<file path="src/rtl/buyruk_bellegi_hakem_pkg.sv">
// Shared definitions for the instruction-memory port arbiter and its response FIFO.
`ifndef BB_ADRES_BIT
`define BB_ADRES_BIT 8
`endif

package buyruk_bellegi_hakem_pkg;
  // The response buffer holds two words, which is enough for one word per cycle
  // across the SRAM's one-cycle read latency.
  localparam int BB_FIFO_DERINLIK = 2;
  localparam int BB_DOLULUK_BIT   = 2;

  typedef logic [31:0] buyruk_t;
endpackage

</file>
<file path="src/rtl/buyruk_yanit_fifo.sv">
// Two-entry response FIFO for fetched instruction words, with a flush that empties it.
module buyruk_yanit_fifo
  import buyruk_bellegi_hakem_pkg::*;
(
  input  logic                      clk,
  input  logic                      rst,
  input  logic                      push,
  input  logic                      pop,
  input  logic                      flush,
  input  buyruk_t                   push_veri,
  output buyruk_t                   bas_veri,
  output logic [BB_DOLULUK_BIT-1:0] doluluk
);
  buyruk_t                   mem_q [BB_FIFO_DERINLIK];
  buyruk_t                   mem_d [BB_FIFO_DERINLIK];
  logic                      yaz_ptr_q, yaz_ptr_d;
  logic                      oku_ptr_q, oku_ptr_d;
  logic [BB_DOLULUK_BIT-1:0] sayi_q, sayi_d;

  assign bas_veri = mem_q[oku_ptr_q];
  assign doluluk  = sayi_q;

  // Next pointers, count and storage; a flush discards everything held.
  always_comb begin
    mem_d     = mem_q;
    yaz_ptr_d = yaz_ptr_q;
    oku_ptr_d = oku_ptr_q;
    sayi_d    = sayi_q;
    if (flush) begin
      yaz_ptr_d = 1'b0;
      oku_ptr_d = 1'b0;
      sayi_d    = '0;
    end else begin
      if (push) begin
        mem_d[yaz_ptr_q] = push_veri;
        yaz_ptr_d        = ~yaz_ptr_q;
      end
      if (pop) begin
        oku_ptr_d = ~oku_ptr_q;
      end
      sayi_d = sayi_q + {1'b0, push} - {1'b0, pop};
    end
  end

  // Control state is reset; the storage words only matter once counted as valid.
  always_ff @(posedge clk or posedge rst) begin
    if (rst) begin
      yaz_ptr_q <= 1'b0;
      oku_ptr_q <= 1'b0;
      sayi_q    <= '0;
    end else begin
      yaz_ptr_q <= yaz_ptr_d;
      oku_ptr_q <= oku_ptr_d;
      sayi_q    <= sayi_d;
    end
  end

  // Storage update, no reset needed.
  always_ff @(posedge clk) begin
    mem_q <= mem_d;
  end

  // The arbiter's slot rule must never let a word arrive when both entries are taken.
  a_dolu_yazma: assert property (@(posedge clk) disable iff (rst)
    !(push && !pop && !flush && sayi_q == 2'(BB_FIFO_DERINLIK)));
endmodule

</file>
<file path="src/rtl/buyruk_bellegi_hakem.sv">
// Shares the instruction-memory SRAM port between fetch reads and loader byte-masked writes.
module buyruk_bellegi_hakem
  import buyruk_bellegi_hakem_pkg::*;
#(
  parameter int ADRES_BIT    = `BB_ADRES_BIT,
  parameter int ACLIK_SINIRI = 4
) (
  input  logic                 clk,
  input  logic                 rst,
  input  logic                 yukle_modu,
  input  logic                 getir_istek_gecerli,
  output logic                 getir_istek_hazir,
  input  logic [ADRES_BIT-1:0] getir_adres,
  input  logic                 getir_iptal,
  output logic                 getir_yanit_gecerli,
  input  logic                 getir_yanit_hazir,
  output logic [31:0]          getir_yanit_veri,
  input  logic                 yukle_istek_gecerli,
  output logic                 yukle_istek_hazir,
  input  logic [ADRES_BIT-1:0] yukle_adres,
  input  logic [31:0]          yukle_veri,
  input  logic [3:0]           yukle_maske,
  output logic                 yukle_bitti,
  output logic                 bb_ena,
  output logic [3:0]           bb_wea,
  output logic [ADRES_BIT-1:0] bb_addra,
  output logic [31:0]          bb_dina,
  input  logic [31:0]          bb_douta
);
  localparam int            AW          = $clog2(ACLIK_SINIRI + 1);
  localparam logic [AW-1:0] ACLIK_TAVAN = AW'(ACLIK_SINIRI);

  logic                      ucusta_q, ucusta_d;
  logic [AW-1:0]             aclik_q, aclik_d;
  logic                      yukle_bitti_q, yukle_bitti_d;
  logic                      yukle_modu_q, yukle_modu_d;
  logic [BB_DOLULUK_BIT-1:0] doluluk;
  logic [2:0]                kapasite;
  logic                      yanit_pop, fifo_push, slot_var;
  logic                      getir_izin, yukle_izin;

  assign getir_yanit_gecerli = (doluluk != '0);
  assign yanit_pop           = getir_yanit_gecerli & getir_yanit_hazir;
  // A read in flight during a flush lands on bb_douta this cycle and is simply not kept.
  assign fifo_push           = ucusta_q & ~getir_iptal;
  assign getir_istek_hazir   = getir_izin;
  assign yukle_istek_hazir   = yukle_izin;
  assign yukle_bitti         = yukle_bitti_q;

  buyruk_yanit_fifo u_fifo (
    .clk       (clk),
    .rst       (rst),
    .push      (fifo_push),
    .pop       (yanit_pop),
    .flush     (getir_iptal),
    .push_veri (bb_douta),
    .bas_veri  (getir_yanit_veri),
    .doluluk   (doluluk)
  );

  // Grant decision: fetch wins unless it has no slot or the loader has starved long enough.
  // A flush frees every slot, so a read issued alongside it is always allowed.
  always_comb begin
    kapasite   = {1'b0, doluluk} + {2'b00, ucusta_q} - {2'b00, yanit_pop};
    slot_var   = getir_iptal | (kapasite < 3'd2);
    getir_izin = 1'b0;
    yukle_izin = 1'b0;
    if (!rst) begin
      if (yukle_modu) begin
        yukle_izin = yukle_istek_gecerli;
      end else begin
        getir_izin = getir_istek_gecerli & slot_var &
                     ~(yukle_istek_gecerli & (aclik_q == ACLIK_TAVAN));
        yukle_izin = yukle_istek_gecerli & ~getir_izin;
      end
    end
  end

  // SRAM port drive; an all-zero mask is accepted without touching memory.
  always_comb begin
    bb_ena   = 1'b0;
    bb_wea   = 4'b0000;
    bb_addra = getir_adres;
    bb_dina  = yukle_veri;
    if (getir_izin) begin
      bb_ena = 1'b1;
    end else if (yukle_izin) begin
      bb_ena   = |yukle_maske;
      bb_wea   = yukle_maske;
      bb_addra = yukle_adres;
    end
  end

  // Next-state for read tracking, starvation counter and loader completion pulse.
  always_comb begin
    ucusta_d      = getir_izin;
    yukle_bitti_d = yukle_izin;
    yukle_modu_d  = yukle_modu;
    aclik_d       = aclik_q;
    if (yukle_izin || (yukle_modu_q && !yukle_modu)) begin
      aclik_d = '0;
    end else if (yukle_istek_gecerli && aclik_q != ACLIK_TAVAN) begin
      aclik_d = aclik_q + 1'b1;
    end
  end

  // Control registers.
  always_ff @(posedge clk or posedge rst) begin
    if (rst) begin
      ucusta_q      <= 1'b0;
      aclik_q       <= '0;
      yukle_bitti_q <= 1'b0;
      yukle_modu_q  <= 1'b0;
    end else begin
      ucusta_q      <= ucusta_d;
      aclik_q       <= aclik_d;
      yukle_bitti_q <= yukle_bitti_d;
      yukle_modu_q  <= yukle_modu_d;
    end
  end
endmodule

</file>
<file path="config.mk">
export PLATFORM = sky130hd
export DESIGN_NAME = buyruk_bellegi_hakem
export DESIGN_NICKNAME = d
export VERILOG_FILES = /design/src/rtl/buyruk_bellegi_hakem_pkg.sv /design/src/rtl/buyruk_yanit_fifo.sv /design/src/rtl/buyruk_bellegi_hakem.sv
export SDC_FILE = /design/constraint.sdc
export NUM_CORES = 1
export LEC_CHECK = 0
export CORE_ASPECT_RATIO = 1.1
export CORE_UTILIZATION = 43
export CTS_BUF_LIST = sky130_fd_sc_hd__clkbuf_16
export DETAILED_ROUTE_END_ITERATION = 12
export PLACE_DENSITY_LB_ADDON = 0.25
export SLEW_MARGIN = 20
export SYNTH_ARGS = -nofsm -noshare
export SYNTH_HDL_FRONTEND = slang
export SYNTH_HIERARCHICAL = 1
export SYNTH_SLANG_ARGS = --single-unit
</file>
<file path="constraint.sdc">
create_clock -name clk -period 6.3 [get_ports clk]
set_input_delay 1.26 -clock clk [delete_from_list [all_inputs] [get_ports clk]]
set_output_delay 1.26 -clock clk [all_outputs]
set_load 0.03 [all_outputs]
</file>
Word level (Yosys, flattened, before mapping)
Cells that the tools add are included.
{"block": "totals", "register_bits": 74, "word_cells": 68}
{"block": "op_classes", "mux": 23, "add_sub_neg": 5, "eq_ne": 2, "n_bitwise": 14, "reduce_logical": 11, "order_cmp": 4}
{"op": "32-bit 2-to-1 mux", "n": 4}
{"op": "64-bit bitwise mux", "n": 1}
{"op": "32-bit demux with 1-bit select", "n": 1}
{"op": "8-bit 2-to-1 mux", "n": 2}
{"op": "1-bit 2-to-1 mux", "n": 10}
{"op": "4-bit 2-to-1 mux", "n": 2}
{"op": "2-bit nonzero test", "n": 4}
{"op": "1-bit AND", "n": 6}
{"op": "3-bit 2-to-1 mux", "n": 2}
{"op": "1-bit NOT", "n": 5}
{"op": "2-bit greater-or-equal comparator (second input constant)", "n": 2}
{"op": "1-bit NOT with 2-bit output", "n": 2}
{"op": "4-bit OR reduction", "n": 1}
{"op": "2-bit by 1-bit adder with 3-bit output", "n": 1}
{"op": "3-bit by 1-bit adder with 3-bit output (second input constant)", "n": 1}
{"op": "3-bit == test (second input constant)", "n": 1}
{"op": "1-bit logical AND", "n": 3}
{"op": "3-bit by 2-bit < comparator with 1-bit output (second input constant)", "n": 1}
{"op": "3-bit != test (second input constant)", "n": 1}
{"op": "3-bit by 1-bit subtractor with 3-bit output", "n": 1}
{"op": "2-bit by 1-bit adder with 2-bit output", "n": 1}
{"op": "2-bit by 1-bit < comparator with 1-bit output (second input constant)", "n": 1}
{"op": "2-bit 2-to-1 mux", "n": 1}
{"op": "2-bit AND reduction", "n": 1}
{"op": "other kinds (4)", "n": 4}

Logic depth before layout (Yosys ltp)
Gate-level depths: netlist of run 1.
{"block": "depth", "depth_word": 13, "ltp_mapped": 11, "mapped_depth_nobuf": 10}

Cells and area by module
The synthesis of run 1 kept the hierarchy.
{"mod": "buyruk_yanit_fifo", "cells_per_inst": 118, "area_each_um2": 2668.8, "n_inst": 1, "seq_area_each_um2": 2021.9}
{"mod": "buyruk_bellegi_hakem", "cells_per_inst": 85, "area_each_um2": 763.2, "n_inst": 1, "seq_area_each_um2": 150.1}

Worst setup path after synthesis of run 1
OpenSTA, ideal clock, no wires.
{"block": "synth_timing", "path_type": "input to output", "from": "input port getir_yanit_hazir", "to": "output port bb_addra[3]", "arrival_ns": 3.230, "n_path_buf": 1, "stages": 9, "t_required_ns": 5.040, "slack_ns": 1.810, "cell_sequence": "and2_1 ha_1 nor2b_1 fa_1 xnor2_1 o21bai_1 a21oi_2 buf_6 mux2_4"}
{"block": "synth_via", "elab_chain_cells": 12, "word_cells_on_any_way": 14, "classes_between": "add/sub: 1; order compare: 1; mux: 6; bitwise: 6"}
{"element": "from (decl)", "line": "buyruk_bellegi_hakem.sv:16", "text": "input logic getir_yanit_hazir,"}
{"element": "1-bit AND", "line": "buyruk_bellegi_hakem.sv:43", "text": "assign yanit_pop = getir_yanit_gecerli & getir_yanit_hazir;"}
{"element": "3-bit by 1-bit subtractor with 3-bit output", "line": "buyruk_bellegi_hakem.sv:64", "text": "kapasite = {1'b0, doluluk} + {2'b00, ucusta_q} - {2'b00, yanit_pop};"}
{"element": "3-bit by 2-bit < comparator with 1-bit output", "line": "buyruk_bellegi_hakem.sv:65", "text": "slot_var = getir_iptal | (kapasite < 3'd2);"}
{"element": "1-bit OR", "line": "buyruk_bellegi_hakem.sv:65"}
{"element": "1-bit AND (2 in a row)", "line": "buyruk_bellegi_hakem.sv:72", "text": "getir_izin = getir_istek_gecerli & slot_var &"}
{"element": "1-bit NOT", "line": "buyruk_bellegi_hakem.sv:74", "text": "yukle_izin = yukle_istek_gecerli & ~getir_izin;"}
{"element": "1-bit AND", "line": "buyruk_bellegi_hakem.sv:74"}
{"element": "1-bit 2-to-1 mux", "line": "buyruk_bellegi_hakem.sv:69", "text": "if (yukle_modu) begin"}
{"element": "1-bit 2-to-1 mux", "line": "buyruk_bellegi_hakem.sv:68", "text": "if (!rst) begin"}
{"element": "via yukle_istek_hazir", "line": "buyruk_bellegi_hakem.sv:19", "text": "output logic yukle_istek_hazir,"}
{"element": "8-bit 2-to-1 mux", "line": "buyruk_bellegi_hakem.sv:87", "text": "end else if (yukle_izin) begin"}
{"element": "8-bit 2-to-1 mux", "line": "buyruk_bellegi_hakem.sv:85", "text": "if (getir_izin) begin"}
{"element": "to (decl)", "line": "buyruk_bellegi_hakem.sv:26", "text": "output logic [ADRES_BIT-1:0] bb_addra,"}
The timed path passes the listed nets, and every way through them passes these cells.

Worst setup path after layout of run 1
{"block": "layout_timing", "from": "input port getir_yanit_hazir", "to": "output port bb_addra[4]"}
{"block": "layout_via", "elab_chain_cells": 12, "word_cells_on_any_way": 14, "classes_between": "add/sub: 1; order compare: 1; mux: 6; bitwise: 6"}
{"element": "1-bit AND (*)", "line": "buyruk_bellegi_hakem.sv:43"}
{"element": "via yanit_pop", "line": "buyruk_bellegi_hakem.sv:39", "text": "logic yanit_pop, fifo_push, slot_var;"}
{"element": "3-bit by 1-bit subtractor with 3-bit output (*)", "line": "buyruk_bellegi_hakem.sv:64"}
{"element": "3-bit by 2-bit < comparator with 1-bit output (*)", "line": "buyruk_bellegi_hakem.sv:65"}
{"element": "1-bit OR (*)", "line": "buyruk_bellegi_hakem.sv:65"}
{"element": "1-bit AND (*) (2 in a row)", "line": "buyruk_bellegi_hakem.sv:72"}
{"element": "1-bit NOT", "line": "buyruk_bellegi_hakem.sv:74"}
{"element": "1-bit AND", "line": "buyruk_bellegi_hakem.sv:74"}
{"element": "1-bit 2-to-1 mux", "line": "buyruk_bellegi_hakem.sv:69"}
{"element": "1-bit 2-to-1 mux", "line": "buyruk_bellegi_hakem.sv:68"}
{"element": "8-bit 2-to-1 mux", "line": "buyruk_bellegi_hakem.sv:87"}
{"element": "8-bit 2-to-1 mux (*)", "line": "buyruk_bellegi_hakem.sv:85"}
Mark *: on every way through the listed nets, which the timed path passes. The rest lies on a longest branch.

==> flow_metrics.tcl, run 1 <==
set metrics [dict create \
    yosys.area_share.simple 0.0401 \
    ys_warn_count 6 \
    clkSinkCount 74 \
    status "complete, no violations" \
    rsz0062_at_grt "no" \
    grt_pass1_wl_mm 9.00 \
    grt_usage 0.146 \
    yosys-mux-area-fraction 0.165 \
    layout_min_cycle_time_ns 5.56 \
    first_global_vias 1993 \
    crit_fanout 11 \
    grt_max_degree 34 \
    hold_path_depth 2 \
    synth.most_common_cell "edfxtp_1" \
    yosysSeqAreaShare 0.633 \
    netlist_area_mm2 0.00343 \
    cts_resized 0 \
    combPwrFrac 0.240 \
    dr.pass1.iters 4 \
    clkPwrFrac 0.391 \
    wl_mm 5.83 \
    ff_latch_area_mm2 0.00217 \
    postCtsSetupBuffers 0 \
    htreeDepth 3 \
    fp-row-count 33 \
    hpwlAfterDp_mm 4.18 \
    path_depth 11 \
    clk-insertion-delay-late_ns 0.32 \
    wl_per_cell_um 14.7 \
    ctsHoldBuffers 0 \
    synth_seq_cells 74 \
    antenna_found_initial 0 \
    crit_family "buffers and inverters" \
    io_buffers 107 \
    cp_slowest_stage_delay_ns 0.59 \
    maxSlewViolCount 0 \
    grt_overflow 0 \
    n_antenna_cell 0 \
    worstRegToRegCells 11 \
    p_int_uw 1190 \
    slowest_stage "clkdlybuf4s50_1" \
    crit_required_ns 5.04 \
    die_area_mm2 0.00834 \
    holdCritPathClass "flip-flop to flip-flop" \
    drive_gt1_frac 0.239 \
    crit_chain "clkdlybuf4s50_1 -> and2_1 -> ha_1 -> nor2b_1 -> fa_1 -> xnor2_1 -> o21bai_1 -> a21oi_2 -> buf_4 -> mux2_4 -> clkdlybuf4s50_1" \
    tns_ns 0 \
    fmax_ghz 0.180 \
    synth_fa_ha_area_frac 0.0241 \
    sw_frac_of_total 0.253 \
    synth_compound_area_frac 0.0160 \
    clk_pin_slew_worst_paths_ns 0.06 \
    gp_congestion 0.707 \
    setup.worst_path.end_class "output port" \
    synth_top_area_frac 0.560 \
    cts-buffers-inserted 9 \
    start_kind "input port" \
    synth_edf_count 64 \
    finalCritPeriodShare 0.883 \
    setup_viol 0 \
    final-hold-violation-count 0 \
    whs_ns 0.589 \
    clockBufferDepth 2 \
    synthFlopType "edfxtp_1" \
    via_per_inst 4.74 \
    timing.critical_path.mode_cell "clkdlybuf4s50_1" \
    multi_input_area_um2 910 \
    yosys.cell_types.count 27 \
    p_leak_uw 0.00175 \
    worst_pin_slew_ns 1.04 \
    fill_cells 590 \
    cap_viol_max_count 0 \
    synth_common_cells "64 x edfxtp_1, 32 x buf_4, 31 x mux2_4" \
    slew_headroom 0.304 \
    cp.buffers_inverters 3 \
    nets 385 \
    via_count 1887 \
    async_flop_share 0.135 \
    syn_inst 203 \
    fp.dieW_um 87.2 \
    synth.area.top_cells "edfxtp_1 56%, mux2_4 14%, dfrtp_1 7.3%" \
    final_core_util 0.622 \
    synth_top_family_by_area "multiplexers" \
    synth_area_leader_cell "edfxtp_1" \
    path_class "input port to output port" \
    core_mm2 0.00760 \
    crit_arrival_ns 4.30 \
    fin_skew_ns 0.00584 \
    power_density_mw_per_mm2 338 \
    start_util 0.452 \
    drc_errors 0 \
    ant_nets 0 \
    ioPinCount 172 \
    drt_iter0_markers 53 \
    switchingPower_uw 404 \
    syn2layout_area_growth_pct 37.7 \
    seqPwrFrac 0.369 \
    synth_xor_xnor_area_share 0.0168 \
    synth_nets 300 \
    die_y_um 95.7 \
    ir_drop_mv 0.136 \
    cts_tree "done" \
    clock-root-buffer "clkbuf_16" \
    syn_avg_cell_area_um2 16.9 \
]
layer usage:
layer  vias to the layer above  share of wire  GRT usage  routed length (µm)
met5                         -              0          0                   0
met4                         0          0.013     0.0574                  75
met3                        10          0.098     0.0660                 571
met2                       110           0.51      0.267                2960
met1                       896           0.38      0.144                2220
li1                        871              -          -                   -
cells by family after synthesis:
kind of cell | count (synthesis)
DFF | 74
xor gates and xnor gates | 5
adders and majority gates | 6
buffers and inverters | 47
AOI/OAI and AO/OA | 7
and+or+nand+nor | 24
muxes | 40
power groups by stage:
| stage | registers [µW] | clock network [µW] | logic (µW) |
|---|---|---|---|
| after detailed placement | 601 | 0 | 385 |
| after CTS | 591 | 635 | 387 |
| after global placement | 601 | 0 | 381 |
| after global routing | 593 | 659 | 409 |
| final | 589 | 624 | 383 |
| after floorplan | 569 | 0 | 327 |
cell usage in the layout (no fill, tap or decap), types with 5 or more instances in the layout:
master and instances:
edfxtp_1 64, mux2_2 9, nor2_1 5, clkbuf_16 9, mux2_4 31, dfrtp_1 9
ha_1 5, clkdlybuf4s50_1 107, inv_1 10
metrics by stage:
step	setup WS [ns]	power, µW	area (µm²)	instances
after global routing	0.528	1660	4730	398
after global placement	0.785	982	4350	382
after detailed placement	0.707	987	4350	382
after CTS	0.711	1610	4730	398
final	0.740	1600	4730	398
after floorplan	1.81	896	3430	203
area by class of cell:
| cell class | instances | share of cell area |
|---|---|---|
| Tap cell | 105 | 0.0278 |
| Clock inverter | 7 | 0.0315 |
| Inverter | 10 | 0.00794 |
| Clock buffer | 9 | 0.0476 |
| Multi-Input combinational cell | 82 | 0.192 |
| Sequential cell | 74 | 0.460 |
| Timing Repair Buffer | 111 | 0.233 |
flip-flops by register name, summed over array words and instances, names as in the netlist:
signal and cells:
aclik_q 3, u_fifo/doluluk 2, u_fifo/mem_q 64, u_fifo/oku_ptr_q 1, u_fifo/yaz_ptr_q 1, ucusta_q 1, yukle_bitti 1, yukle_modu_q 1
worst reg2reg max path, cell delays in order (launching register included):
cell and delay (ns):
dfrtp_1 0.41, inv_1 0.11, nand2_1 0.08, and2_1 0.20
ha_1 0.28, nor2b_1 0.04, fa_1 0.37, xnor2_1 0.17
o21bai_1 0.12, a21oi_2 0.35, buf_4 0.25, nor3_1 0.08
final timing paths:
| check | start | to | slack, ns |
|---|---|---|---|
| min in group asynchronous | rst | u_fifo/doluluk[0] | 1.22 |
| min reg2reg | u_fifo/yaz_ptr_q | u_fifo/yaz_ptr_q | 0.59 |
| max in group asynchronous | rst | aclik_q[2] | 4.81 |
| min | u_fifo/yaz_ptr_q | u_fifo/yaz_ptr_q | 0.59 |
| max | getir_yanit_hazir | bb_addra[4] | 0.74 |
| max reg2reg | u_fifo/doluluk[1] | aclik_q[0] | 3.71 |
Note: power is estimated with default switching activity, not from simulation.
==> run 2: changes to the inputs <==
--- a/config.mk
+++ b/config.mk
@@ -8,6 +8,7 @@
 export CORE_ASPECT_RATIO = 1.1
 export CORE_UTILIZATION = 43
 export CTS_BUF_LIST = sky130_fd_sc_hd__clkbuf_16
+export CTS_CLUSTER_SIZE = 10
 export DETAILED_ROUTE_END_ITERATION = 12
 export PLACE_DENSITY_LB_ADDON = 0.25
 export SLEW_MARGIN = 20
==> results of run 2 <==
No change in the layout: final DEF, timing and power equal those of run 1.
